[src/rtl/fft_pair_buffer_if.sv]
// Streaming sample-in / butterfly-pair-out handshake bundle for fft_pair_buffer.
// slave is the buffer's view; master is the source/butterfly side.
interface fft_pair_buffer_if #(
  parameter int unsigned WIDTH = 16,
  parameter int unsigned N     = 16
);
  localparam int unsigned IDXW = $clog2(N) - 1;

  logic             in_valid;
  logic             in_ready;
  logic [WIDTH-1:0] in_r;
  logic [WIDTH-1:0] in_i;
  logic             out_valid;
  logic             out_ready;
  logic [WIDTH-1:0] a_r;
  logic [WIDTH-1:0] a_i;
  logic [WIDTH-1:0] b_r;
  logic [WIDTH-1:0] b_i;
  logic [IDXW-1:0]  out_idx;
  logic             out_last;

  modport slave (
    input  in_valid, in_r, in_i, out_ready,
    output in_ready, out_valid, a_r, a_i, b_r, b_i, out_idx, out_last
  );

  modport master (
    output in_valid, in_r, in_i, out_ready,
    input  in_ready, out_valid, a_r, a_i, b_r, b_i, out_idx, out_last
  );
endinterface

[src/rtl/fft_pair_buffer.sv]
// Radix-2 DIF input stage: buffers the first half of each frame and emits
// (x[k], x[k+N/2]) pairs on a registered valid/ready port.
module fft_pair_buffer #(
  parameter int unsigned WIDTH = 16,
  parameter int unsigned N     = 16
) (
  input logic              clk,
  input logic              rst_n,
  fft_pair_buffer_if.slave bus
);
  localparam int unsigned IDXW = $clog2(N) - 1;
  localparam int unsigned HALF = N / 2;
  localparam int unsigned DW   = 2 * WIDTH;
  localparam logic [IDXW-1:0] LAST = IDXW'(HALF - 1);

  typedef enum logic {FILL, PAIR} state_t;

  state_t          state_q, state_d;
  logic [IDXW-1:0] cnt_q, cnt_d;
  logic [DW-1:0]   mem [HALF];
  logic [DW-1:0]   rd;
  logic            ready;
  logic            accept;
  logic            mem_we;
  logic            load;
  logic            pop;

  logic             out_valid_q;
  logic [WIDTH-1:0] a_r_q, a_i_q, b_r_q, b_i_q;
  logic [IDXW-1:0]  idx_q;
  logic             last_q;

  // State and pair counter
  always_ff @(posedge clk or negedge rst_n) begin
    if (!rst_n) begin
      state_q <= FILL;
      cnt_q   <= '0;
    end else begin
      state_q <= state_d;
      cnt_q   <= cnt_d;
    end
  end

  // FILL writes only mem, so a pair still held in the output register survives
  always_comb begin
    state_d = state_q;
    cnt_d   = cnt_q;
    ready   = 1'b1;
    accept  = 1'b0;
    mem_we  = 1'b0;
    load    = 1'b0;
    case (state_q)
      FILL: begin
        accept = bus.in_valid;
        mem_we = accept;
      end
      PAIR: begin
        ready  = !out_valid_q || bus.out_ready;
        accept = bus.in_valid && ready;
        load   = accept;
      end
      default: ;
    endcase
    if (accept) begin
      if (cnt_q == LAST) begin
        cnt_d   = '0;
        state_d = (state_q == FILL) ? PAIR : FILL;
      end else begin
        cnt_d = cnt_q + IDXW'(1);
      end
    end
  end

  assign pop = out_valid_q && bus.out_ready;
  assign rd  = mem[cnt_q];

  // First-half storage; contents are don't-care after reset
  always_ff @(posedge clk) begin
    if (mem_we) mem[cnt_q] <= {bus.in_r, bus.in_i};
  end

  // Output pair register; a load during a pop replaces the pair with no bubble
  always_ff @(posedge clk or negedge rst_n) begin
    if (!rst_n) begin
      out_valid_q <= 1'b0;
      a_r_q       <= '0;
      a_i_q       <= '0;
      b_r_q       <= '0;
      b_i_q       <= '0;
      idx_q       <= '0;
      last_q      <= 1'b0;
    end else if (load) begin
      out_valid_q <= 1'b1;
      a_r_q       <= rd[DW-1:WIDTH];
      a_i_q       <= rd[WIDTH-1:0];
      b_r_q       <= bus.in_r;
      b_i_q       <= bus.in_i;
      idx_q       <= cnt_q;
      last_q      <= (cnt_q == LAST);
    end else if (pop) begin
      out_valid_q <= 1'b0;
    end
  end

  assign bus.in_ready  = ready;
  assign bus.out_valid = out_valid_q;
  assign bus.a_r       = a_r_q;
  assign bus.a_i       = a_i_q;
  assign bus.b_r       = b_r_q;
  assign bus.b_i       = b_i_q;
  assign bus.out_idx   = idx_q;
  assign bus.out_last  = last_q;
endmodule

[src/flat_wrapper.sv]
// flat-port wrapper written by rule: the top's interface ports become plain ports
module fft_pair_buffer_flat 
#(
  parameter int unsigned WIDTH = 16,
  parameter int unsigned N     = 16
)
  (clk, rst_n, bus_in_valid, bus_in_r, bus_in_i, bus_out_ready, bus_in_ready, bus_out_valid, bus_a_r, bus_a_i, bus_b_r, bus_b_i, bus_out_idx, bus_out_last);
  fft_pair_buffer_if #(.WIDTH(WIDTH), .N(N)) bus_i ();
  input logic clk;
  input logic rst_n;
  input wire logic [$bits(bus_i.in_valid)-1:0] bus_in_valid;
  input wire logic [$bits(bus_i.in_r)-1:0] bus_in_r;
  input wire logic [$bits(bus_i.in_i)-1:0] bus_in_i;
  input wire logic [$bits(bus_i.out_ready)-1:0] bus_out_ready;
  output wire logic [$bits(bus_i.in_ready)-1:0] bus_in_ready;
  output wire logic [$bits(bus_i.out_valid)-1:0] bus_out_valid;
  output wire logic [$bits(bus_i.a_r)-1:0] bus_a_r;
  output wire logic [$bits(bus_i.a_i)-1:0] bus_a_i;
  output wire logic [$bits(bus_i.b_r)-1:0] bus_b_r;
  output wire logic [$bits(bus_i.b_i)-1:0] bus_b_i;
  output wire logic [$bits(bus_i.out_idx)-1:0] bus_out_idx;
  output wire logic [$bits(bus_i.out_last)-1:0] bus_out_last;
  assign bus_i.in_valid = bus_in_valid;
  assign bus_i.in_r = bus_in_r;
  assign bus_i.in_i = bus_in_i;
  assign bus_i.out_ready = bus_out_ready;
  assign bus_in_ready = bus_i.in_ready;
  assign bus_out_valid = bus_i.out_valid;
  assign bus_a_r = bus_i.a_r;
  assign bus_a_i = bus_i.a_i;
  assign bus_b_r = bus_i.b_r;
  assign bus_b_i = bus_i.b_i;
  assign bus_out_idx = bus_i.out_idx;
  assign bus_out_last = bus_i.out_last;
  fft_pair_buffer #(.WIDTH(WIDTH), .N(N)) u_core (.clk(clk), .rst_n(rst_n), .bus(bus_i));
endmodule
[config.mk]
export PLATFORM = sky130hd
export DESIGN_NAME = fft_pair_buffer_flat
export DESIGN_NICKNAME = d
export VERILOG_FILES = /design/src/rtl/fft_pair_buffer_if.sv /design/src/rtl/fft_pair_buffer.sv /design/src/flat_wrapper.sv
export SDC_FILE = /design/constraint.sdc
export NUM_CORES = 1
export LEC_CHECK = 0
export BUFFER_PORTS_ARGS = -buffer_cell sky130_fd_sc_hd__buf_2
export CAP_MARGIN = 20
export CORE_MARGIN = 10
export CORE_UTILIZATION = 39
export DETAILED_ROUTE_END_ITERATION = 16
export PLACE_DENSITY = 0.63
export SYNTH_ARGS = -nofsm -noshare
export SYNTH_HDL_FRONTEND = slang
export SYNTH_SLANG_ARGS = --single-unit
[constraint.sdc]
create_clock -name clk -period 5.6 [get_ports clk]
set_clock_uncertainty 0.2 [all_clocks]
set_input_delay 0.84 -clock clk [delete_from_list [all_inputs] [get_ports clk]]
set_output_delay 0.84 -clock clk [all_outputs]
set_load 0.005 [all_outputs]
==> results of run 1 <==
[layer usage]
layer / part of all wire / vias to the layer above / GRT usage
li1: - / 3020 / -
met1: 0.45 / 3411 / 0.178
met2: 0.47 / 189 / 0.222
met3: 0.057 / 44 / 0.0267
met4: 0.021 / 0 / 0.0370
met5: 0 / - / 0
[final cells by class]
class                      count  area [um^2]
clock buffer                  56         1050
clock inverter                 7         36.3
fill                        2816        17600
multi-input combinational    324         3160
sequential                   329         9520
tap                          442          553
timing repair buffer         120          666
[worst reg2reg max path, delay by kind of cell, from the launching register on]
| family | cells | cell delay [ps] |
|---|---|---|
| flip-flops | 1 | 710 |
| AND/OR/NAND/NOR | 2 | 1570 |
| buffers and inverters | 1 | 460 |
[stage by stage]
stage	hold slack [ps]	utilization	instance area [um^2]	power [uW]
finish	153	0.459	15000	7830
global route	183	0.459	15000	8240
CTS	162	0.458	14900	7930
detailed placement	286	0.425	13900	5750
global placement	286	0.425	13900	5720
floorplan	304	-	12900	4970
[worst paths after layout]
path                                                    start                              to  slack [ps]
min in group clk                u_core.bus.b_i[5]$_DFFE_PN0P_   u_core.bus.b_i[5]$_DFFE_PN0P_         300
worst min register to register  u_core.bus.b_i[5]$_DFFE_PN0P_   u_core.bus.b_i[5]$_DFFE_PN0P_         300
worst min-delay path                                    rst_n  u_core.bus.b_i[13]$_DFFE_PN0P_         150
worst max-delay path               u_core.state_q$_DFFE_PN0P_     u_core.mem[0][18]$_DFFE_PP_        2320
worst max register to register     u_core.state_q$_DFFE_PN0P_     u_core.mem[0][18]$_DFFE_PP_        2320
max in group asynchronous                               rst_n     u_core.cnt_q[0]$_DFFE_PN0P_        4050
[cells by family after synthesis]
group / after synthesis / share of synthesized area
flip-flops: 329 / 0.737
multiplexers: 167 / 0.137
AO/OA/AOI/OAI: 130 / 0.0898
buffers and inverters: 48 / 0.0225
AND/OR/NAND/NOR: 25 / 0.0111
adder cells (fa/ha/maj): 2 / 0.00194
[Yosys cell counts]
cell	number	area, um^2
nor2_1	7	26.3
buf_2	13	65.1
and3_4	1	11.3
or3b_2	1	8.76
ha_1	2	25.0
nand2b_4	1	13.8
a21oi_1	2	10.0
buf_4	3	22.5
clkbuf_1	21	78.8
dfrtp_1	73	1830
nand2b_1	4	25.0
nand2_1	4	15.0
mux2_4	14	210
or2_1	1	6.26
nor3_1	2	10.0
o22a_1	64	561
edfxtp_1	256	7690
nor2b_1	1	6.26
nand3_1	1	5.00
a31oi_2	30	375
buf_6	11	124
a31oi_1	34	213
nand3b_1	2	15.0
mux2_2	25	282
mux2i_1	128	1280
[flip-flops by register name (all words and copies together), names as in the netlist]
register / cells
u_core.bus.a_r: 16
u_core.bus.out_idx: 3
u_core.bus.out_last: 1
u_core.state_q: 1
u_core.bus.a_i: 16
u_core.cnt_q: 3
u_core.bus.b_i: 16
u_core.bus.b_r: 16
u_core.mem: 256
u_core.bus.out_valid: 1
[layout by cell type (no fill, tap or decap), drive strengths merged, types with 2 or more instances in the layout]
master,count
buf,120
clkbuf,56
nand3b,2
a31oi,64
mux2i,128
nand2b,5
a21oi,2
dfrtp,73
nand2,4
mux2,39
edfxtp,256
nor3,2
clkinv,6
ha,2
nor2,7
o22a,64
[where the power goes]
part | internal [uW] | switching, uW
Sequential | 3070 | 366
Clock | 1280 | 886
Combinational | 1060 | 1170
==> metrics.md, run 1 <==
| Metric | Value |
|---|---|
| MaxCap Viol Count | `0` |
| Vias | `6664` |
| Slowest-stage cell, CP | `nor3_2` |
| CP required | `5570 ps` |
| Layout cell share with drive strength beyond 1 | `0.301` |
| Top delay family on crit path | `simple AND/OR/NAND/NOR gates` |
| Final worst setup slack | `2320 ps` |
| Global Route Usage Sum | `0.135` |
| Worst IR drop on VDD | `0.318 mV` |
| Synth Net Count | `739` |
| CP peak stage delay | `810 ps` |
| RSZ-0062 raised after global routing | `no` |
| CP arrival | `3250 ps` |
| PostCTS Resize Cnt | `0` |
| Power per cell area | `523 mW/mm^2` |
| Largest net degree at the start of global routing | `56` |
| Syn_area_per_cell | `18.4 um^2` |
| Initial Util | `0.396` |
| CORE AREA | `0.0326 mm^2` |
| Drt initial violations | `452` |
| Crit Path Max Fanout | `38` |
| Synthesized cell area | `0.0129 mm^2` |
| Boundary Pins | `106` |
| Vias in the first global route | `6988` |
| Placed Cells incl. Taps | `1213` |
| Hold Violations, Final | `0` |
| HPWL after DPL | `16400 um` |
| Final ANT Viol Nets | `0` |
| FF+latch count, synth | `329` |
| Worst path cell trace | `or3b_2 > nor3_2 > buf_4` |
| Clock Path Buffers | `3` |
| Die Height | `202 um` |
| Leak | `0.00541 uW` |
| CTS buffer count | `35` |
| Total grt overflow | `0` |
| Worst rel slew slack | `0.316` |
| CTS sink cnt | `329` |
| Tcrit/Tclk final | `0.586` |
| H-tree depth | `2` |
| Sum Neg Setup Slack | `0 ps` |
| PortBufs | `105` |
| Crit end category | `register` |
| Later-pin clock latency in the skew report | `500 ps` |
| Vias per cell | `5.21` |
| HP Class | `in2async` |
| Hold buffers post-CTS | `0` |
| Synth Instances | `701` |
| CTS tree | `built` |
| Final setup viols | `0` |
| Kind of critical path | `reg2reg` |
| Worst path depth | `3` |
| DIE AREA | `0.0408 mm^2` |
| Worst slack, placed | `1840 ps` |
| Cell Rows | `66` |
| WL/cell | `21.9 um` |
| Clock root cell | `clkbuf_16` |
| F_max | `305 MHz` |
| Status | `finished clean` |
| Yosys warnings | `0` |
| Diode count | `0` |
| Final min period | `3280 ps` |
| R2R cell count | `3` |
| CP Launch Type | `register` |
| # nets final | `848` |
| Initial antenna violation count | `0` |
| Setup Fix Bufs, Post-CTS | `0` |
| Netlist cell types | `25` |
| CP Buf/Inv Count | `1` |
| Die width | `202 um` |
| Slew @ Worst Pin | `1020 ps` |
| Share of synthesized area occupied by flip-flops and latches | `0.737` |
| Drt drc | `0` |
| Total wire length | `28000 um` |
| Clock transition at path regs | `60 ps` |
| Slew Viols, Final | `0` |
| Synth-to-Final Area Change | `16.1%` |
| DRT Pass-1 Iters | `4` |
| RePlAce Congestion | `0.725` |
| Fin cells | `1278` |
| First-pass GRT wire length | `43000 um` |
Power figures use the tool's default switching activity.
==> inputs of run 2 (changes only) <==
--- a/config.mk
+++ b/config.mk
@@ -10,7 +10,7 @@
 export CORE_MARGIN = 10
 export CORE_UTILIZATION = 39
 export DETAILED_ROUTE_END_ITERATION = 16
-export PLACE_DENSITY = 0.63
+export PLACE_DENSITY = 0.65
 export SYNTH_ARGS = -nofsm -noshare
 export SYNTH_HDL_FRONTEND = slang
 export SYNTH_SLANG_ARGS = --single-unit
==> constraint.sdc (replaced) <==
create_clock -name clk -period 3 [get_ports clk]
set_clock_uncertainty 0.2 [all_clocks]
set_input_delay 0.45 -clock clk [delete_from_list [all_inputs] [get_ports clk]]
set_output_delay 0.45 -clock clk [all_outputs]
set_load 0.005 [all_outputs]
==> metrics.md, run 2 (synthesis results as in run 1) <==
| Metric | Value |
|---|---|
| H-tree depth | `2 (unchanged)` |
| Hold worst-path end | `u_core.mem[7][7]$_DFFE_PP_` |
| CP Launch Type | `register` |
| Hold Violations, Final | `0 (unchanged)` |
| Final setup viols | `0 (unchanged)` |
| Crit path from | `u_core.state_q$_DFFE_PN0P_` |
| Max FFs per register | `256 (unchanged)` |
| R2R cell count | `4 (+1)` |
| Global Route Usage Sum | `0.143 (+0.00775)` |
| Most frequent cells in the layout | `256 x edfxtp_1, 128 x mux2i_1, 104 x buf_2` |
| Reg-to-reg endpoint | `u_core.bus.a_r[4]$_DFFE_PN0P_` |
| CTS sink cnt | `329 (unchanged)` |
| PortBufs | `105 (unchanged)` |
| Commonest non-fill, non-tap cell in the layout | `edfxtp_1` |
| DIE AREA | `0.0408 mm^2 (unchanged)` |
| RePlAce Congestion | `0.720 (-0.66%)` |
| Drt drc | `0 (unchanged)` |
| Leak | `0.00554 uW (+2.5%)` |
| WHS Path Cells | `1` |
| Final worst setup slack | `587 ps (-1730 ps)` |
| Boundary Pins | `106 (unchanged)` |
| Vias in the first global route | `7308 (+4.6%)` |
| HPWL after DPL | `17300 um (+5.3%)` |
| Fin Hold WS | `40.2 ps (-113 ps)` |
| Worst IR drop on VDD | `0.612 mV (+93%)` |
| Worst rel slew slack | `0.525 (+0.209)` |
| Crit Path Max Fanout | `35 (-7.9%)` |
| Kind of critical path | `reg2out` |
| F_max | `414 MHz` |
| HP Class | `in2reg` |
| Drt initial violations | `528 (+17%)` |
| Initial antenna violation count | `0 (unchanged)` |
| Worst slack, placed | `573 ps (-1270 ps)` |
| Cell Rows | `66 (unchanged)` |
| Sum Neg Setup Slack | `0 ps (unchanged)` |
| CP required | `2350 ps (-3220 ps)` |
| Largest net degree at the start of global routing | `91 (+63%)` |
| Die Height | `202 um (unchanged)` |
| Top reg by flops | `u_core.mem` |
| FF-to-FF Start | `u_core.cnt_q[0]$_DFFE_PN0P_` |
| Status | `finished clean` |
| Fill cells | `2752 (-2.3%)` |
| Slew Viols, Final | `0 (unchanged)` |
| Clock transition at path regs | `60 ps (about the same)` |
| Diode count | `0 (unchanged)` |
| DRT Pass-1 Iters | `6 (+2)` |
| Sequential Area | `0.00952 mm^2 (unchanged)` |
| Final ANT Viol Nets | `0 (unchanged)` |
| Hold Path Origin | `bus_in_i[7]` |
| Total wire length | `29400 um (+5.3%)` |
| Crit end category | `primary output` |
| Layout cell share with drive strength beyond 1 | `0.317 (+0.0158)` |
| CTS tree | `built` |
| Total grt overflow | `0 (unchanged)` |
| Slew @ Worst Pin | `712 ps (-308 ps)` |
| Multi-input gate area | `0.00317 mm^2 (+0.40%)` |
| RSZ-0062 raised after global routing | `no` |
| CORE AREA | `0.0326 mm^2 (unchanged)` |
| MaxCap Viol Count | `0 (unchanged)` |
| # nets final | `863 (+1.8%)` |
| Clock root cell | `clkbuf_16` |
| Final min period | `2410 ps` |
| Vias per cell | `5.29 (+1.5%)` |
| Die width | `202 um (unchanged)` |
| Flop2flop setup slack | `710 ps (-1610 ps)` |
| Initial Util | `0.396 (unchanged)` |
| Util after Layout | `0.467 (+0.00767)` |
| First-pass GRT wire length | `45400 um (+5.7%)` |
| Later-pin clock latency in the skew report | `510 ps (about the same)` |
| CTS buffer count | `36 (+2.9%)` |
| Power per cell area | `988 mW/mm^2 (+89%)` |
| Vias | `6843 (+2.7%)` |
| WL/cell | `22.8 um (+4.1%)` |
| Synth-to-Final Area Change | `18.0%` |
| Tcrit/Tclk final | `0.804` |
| Clock Path Buffers | `3 (unchanged)` |
| CP arrival | `1760 ps (-1490 ps)` |
| Setup Fix Bufs, Post-CTS | `0 (unchanged)` |
[run 2: cell types whose count changed in the layout (fill, tap and decap cells not counted), sizes merged]
cell | previous run | this run
inv | 0 | 2
clkinv | 6 | 16
dlygate4sd3 | 0 | 1
clkinvlp | 1 | 0
buf | 120 | 133
clkbuf | 56 | 43
bufinv | 0 | 3
[run 2: power breakdown]
part           total (uW)  switching (uW)  internal, uW
registers            6200             460          5740
clock network        4260            1740          2530
logic                4580            2490          2090
total               15000            4690         10400
[run 2: how the worst max path moves through the flow]
stage / endpoint / slack [ps] / cells past startpoint
CTS: bus_in_ready / 570 / 3
finish: bus_in_ready / 590 / 3
detailed placement: u_core.mem[0][27]$_DFFE_PP_ / 570 / 4
global placement: u_core.mem[0][17]$_DFFE_PP_ / 590 / 4
global route: bus_in_ready / 500 / 3
floorplan: u_core.mem[2][0]$_DFFE_PP_ / -120 / 3
[run 2: what timing repair did]
item | in CTS | in global routing
gates resized for setup | 0 | 0
hold buffers | 1 | 0
endpoints found under the hold margin | 73 | 0
[run 2: worst max-delay path: stages, from the launching register on]
cell	delay [ps]
dfrtp_2	380
buf_4	460
nand3b_1	220
buf_2	180
[run 2: layout make-up]
class	count	share of cell area
clock inverter	21	0.0125
timing repair buffer	134	0.0557
sequential	329	0.625
tap	442	0.0363
clock buffer	43	0.0623
multi-input combinational	324	0.208
[run 2: metal layers]
metal / GRT usage / share of wire / vias to the layer above
met4: 0.0419 / 0.019 / 0
met3: 0.0267 / 0.052 / 44
li1: - / - / 3063
met5: 0 / 0 / -
met2: 0.230 / 0.48 / 181
met1: 0.192 / 0.45 / 3555
[run 2: through the flow]
step	cell area [um^2]	instances	total power, uW
4_1_cts	15200	1293	15200
5_1_grt	15200	1293	15800
3_3_place_gp	14100	1228	10900
6_report	15200	1293	15000
3_5_place_dp	14100	1228	10900
2_1_floorplan	12900	701	9290
==> inputs of run 3 (changes only) <==
--- a/config.mk
+++ b/config.mk
@@ -10,7 +10,7 @@
 export CORE_MARGIN = 10
 export CORE_UTILIZATION = 39
 export DETAILED_ROUTE_END_ITERATION = 16
-export PLACE_DENSITY = 0.65
+export PLACE_DENSITY = 0.63
 export SYNTH_ARGS = -nofsm -noshare
 export SYNTH_HDL_FRONTEND = slang
 export SYNTH_SLANG_ARGS = --single-unit
==> constraint.sdc (replaced) <==
create_clock -name clk -period 2.3 [get_ports clk]
set_clock_uncertainty 0.2 [all_clocks]
set_input_delay 0.345 -clock clk [delete_from_list [all_inputs] [get_ports clk]]
set_output_delay 0.345 -clock clk [all_outputs]
set_load 0.005 [all_outputs]
==> metrics.md, run 3 (synthesis results as in run 1) <==
| Metric | Value |
|---|---|
| Final setup viols | `0 (unchanged)` |
| R2R cell count | `3 (-1)` |
| Switch Pwr | `6050 uW (+29%)` |
| First-pass GRT wire length | `45600 um (+0.35%)` |
| Clock root cell | `clkbuf_16` |
| Cell Rows | `66 (unchanged)` |
| DRT Pass-1 Iters | `4 (-2)` |
| Synth-to-Final Area Change | `21.4%` |
| H-tree depth | `2 (unchanged)` |
| Diode count | `0 (unchanged)` |
| Kind of critical path | `reg2out` |
| Total wire length | `29700 um (+1.0%)` |
| MaxCap Viol Count | `0 (unchanged)` |
| RSZ-0062 raised after global routing | `no` |
| Power share of the clock group | `0.279 (-0.004)` |
| Clock Path Buffers | `3 (unchanged)` |
| Most frequent cells in the layout | `256 x edfxtp_1, 128 x mux2i_1, 104 x buf_2` |
| # nets final | `901 (+4.4%)` |
| Sum Neg Setup Slack | `0 ps (unchanged)` |
| Global Route Usage Sum | `0.144 (+0.00159)` |
| Initial Util | `0.396 (unchanged)` |
| Commonest non-fill, non-tap cell in the layout | `edfxtp_1` |
| Boundary Pins | `106 (unchanged)` |
| Most Crowded Layer GR | `met2` |
| Max FFs per register | `256 (unchanged)` |
| Sequential Power Share | `0.409 (-0.003)` |
| Final min period | `2220 ps` |
| CP arrival | `1670 ps (-90 ps)` |
| Slew @ Worst Pin | `509 ps (-203 ps)` |
| Crit Path Max Fanout | `35 (unchanged)` |
| M2 GR Usage | `0.246 (+0.0159)` |
| Met3 Usage GRT | `0.0254 (-0.00128)` |
| HP Class | `in2reg` |
| CTS sink cnt | `329 (unchanged)` |
| Slew Viols, Final | `0 (unchanged)` |
| Setup Fix Bufs, Post-CTS | `0 (unchanged)` |
| Leak | `0.00572 uW (+3.2%)` |
| Crit end category | `primary output` |
| WL/cell | `22.3 um (-1.9%)` |
| Worst IR drop on VDD | `0.733 mV (+20%)` |
| RePlAce Congestion | `0.753 (+4.6%)` |
| Fill cells | `2756 (+0.15%)` |
| Hold Path Origin | `bus_in_r[4]` |
| Sw frac | `0.307 (-0.00449)` |
| CTS tree | `built` |
| Vias per cell | `5.13 (-3.1%)` |
| Final ANT Viol Nets | `0 (unchanged)` |
| Drt drc | `0 (unchanged)` |
| CTS buffer count | `35 (-2.8%)` |
| P_int | `13700 uW (+32%)` |
| PortBufs | `105 (unchanged)` |
| M1 GR Usage | `0.186 (-0.00624)` |
| HPWL after DPL | `17600 um (+2.2%)` |
| Tcrit/Tclk final | `0.963` |
| Largest net degree at the start of global routing | `52 (-43%)` |
| Worst slack, placed | `242 ps (-331 ps)` |
| DIE AREA | `0.0408 mm^2 (unchanged)` |
| Status | `finished clean` |
| FF-to-FF Start | `u_core.cnt_q[2]$_DFFE_PN0P_` |
| Clock transition at path regs | `60 ps (about the same)` |
| Reg-to-reg endpoint | `u_core.mem[0][22]$_DFFE_PP_` |
| Worst rel slew slack | `0.661 (+0.135)` |
| Fin cells | `1331 (+2.9%)` |
| CP Launch Type | `register` |
| F_max | `451 MHz` |
| Later-pin clock latency in the skew report | `510 ps (about the same)` |
| Final worst setup slack | `84.2 ps (-503 ps)` |
| Gate power share | `0.312 (+0.008)` |
| Layout cell share with drive strength beyond 1 | `0.310 (-0.00681)` |
| Hold Violations, Final | `0 (unchanged)` |
| CP required | `1750 ps (-600 ps)` |
| Die Height | `202 um (unchanged)` |
| Flop2flop setup slack | `310 ps (-400 ps)` |
| CORE AREA | `0.0326 mm^2 (unchanged)` |
| Hold worst-path end | `u_core.mem[1][20]$_DFFE_PP_` |
| Vias in the first global route | `7321 (+0.18%)` |
| Top reg by flops | `u_core.mem` |
| Power per cell area | `1260 mW/mm^2 (+27%)` |
| Total grt overflow | `0 (unchanged)` |
| Vias | `6825 (-0.26%)` |
| Drt initial violations | `425 (-20%)` |
| Overall power | `19700 uW (+31%)` |
| WHS Path Cells | `1 (unchanged)` |
| Placed Cells incl. Taps | `1237 (+0.73%)` |
| Die width | `202 um (unchanged)` |
| Initial antenna violation count | `0 (unchanged)` |
## run 3: power groups by stage
stage | Clock, uW | Combinational, uW | Sequential [uW]
2_1_floorplan | 0 | 4140 | 8040
3_3_place_gp | 0 | 6160 | 8180
3_5_place_dp | 0 | 6230 | 8200
4_1_cts | 5620 | 6290 | 8090
5_1_grt | 5880 | 6670 | 8200
6_report | 5500 | 6150 | 8070
## run 3: repair_timing
action	in CTS	in global routing
endpoints found under the hold margin	314	0
hold buffers	31	0
resized for setup	0	0
## run 3: worst max-delay path by stage
stage,start,to,cells past startpoint
5_1_grt,u_core.state_q$_DFFE_PN0P_,bus_in_ready,3
2_1_floorplan,u_core.cnt_q[0]$_DFFE_PN0P_,u_core.mem[2][0]$_DFFE_PP_,5
3_3_place_gp,bus_in_valid,u_core.bus.b_i[12]$_DFFE_PN0P_,5
4_1_cts,u_core.state_q$_DFFE_PN0P_,bus_in_ready,3
6_report,u_core.state_q$_DFFE_PN0P_,bus_in_ready,3
3_5_place_dp,bus_in_valid,u_core.bus.b_i[12]$_DFFE_PN0P_,5
## run 3: final cells by class
class	count	area, um^2	share of cell area
clock buffers	49	981	0.0626
clock inverters	14	150	0.00958
multi-input cells	324	3170	0.203
flip-flops and latches	329	9520	0.608
well taps	442	553	0.0353
repair buffers	173	1290	0.0824
## run 3: per-layer routing
metal	vias to the layer above	part of all wire
met5	-	0
met4	0	0.015
met3	36	0.053
met2	170	0.50
met1	3476	0.43
li1	3143	-
## run 3: through the flow
stage | cell area (um^2) | hold slack [ps] | utilization
3_3_place_gp | 14200 | 66.6 | 0.436
5_1_grt | 15700 | 5.80 | 0.480
6_report | 15700 | 19.8 | 0.480
4_1_cts | 15700 | 5.51 | 0.480
2_1_floorplan | 13000 | -151 | -
3_5_place_dp | 14200 | 65.0 | 0.436
## run 3: worst max-delay path: stages, from the launching register on
cell and delay (ps):
dfrtp_2 380, buf_4 450, nand3b_1 180, buf_2 170
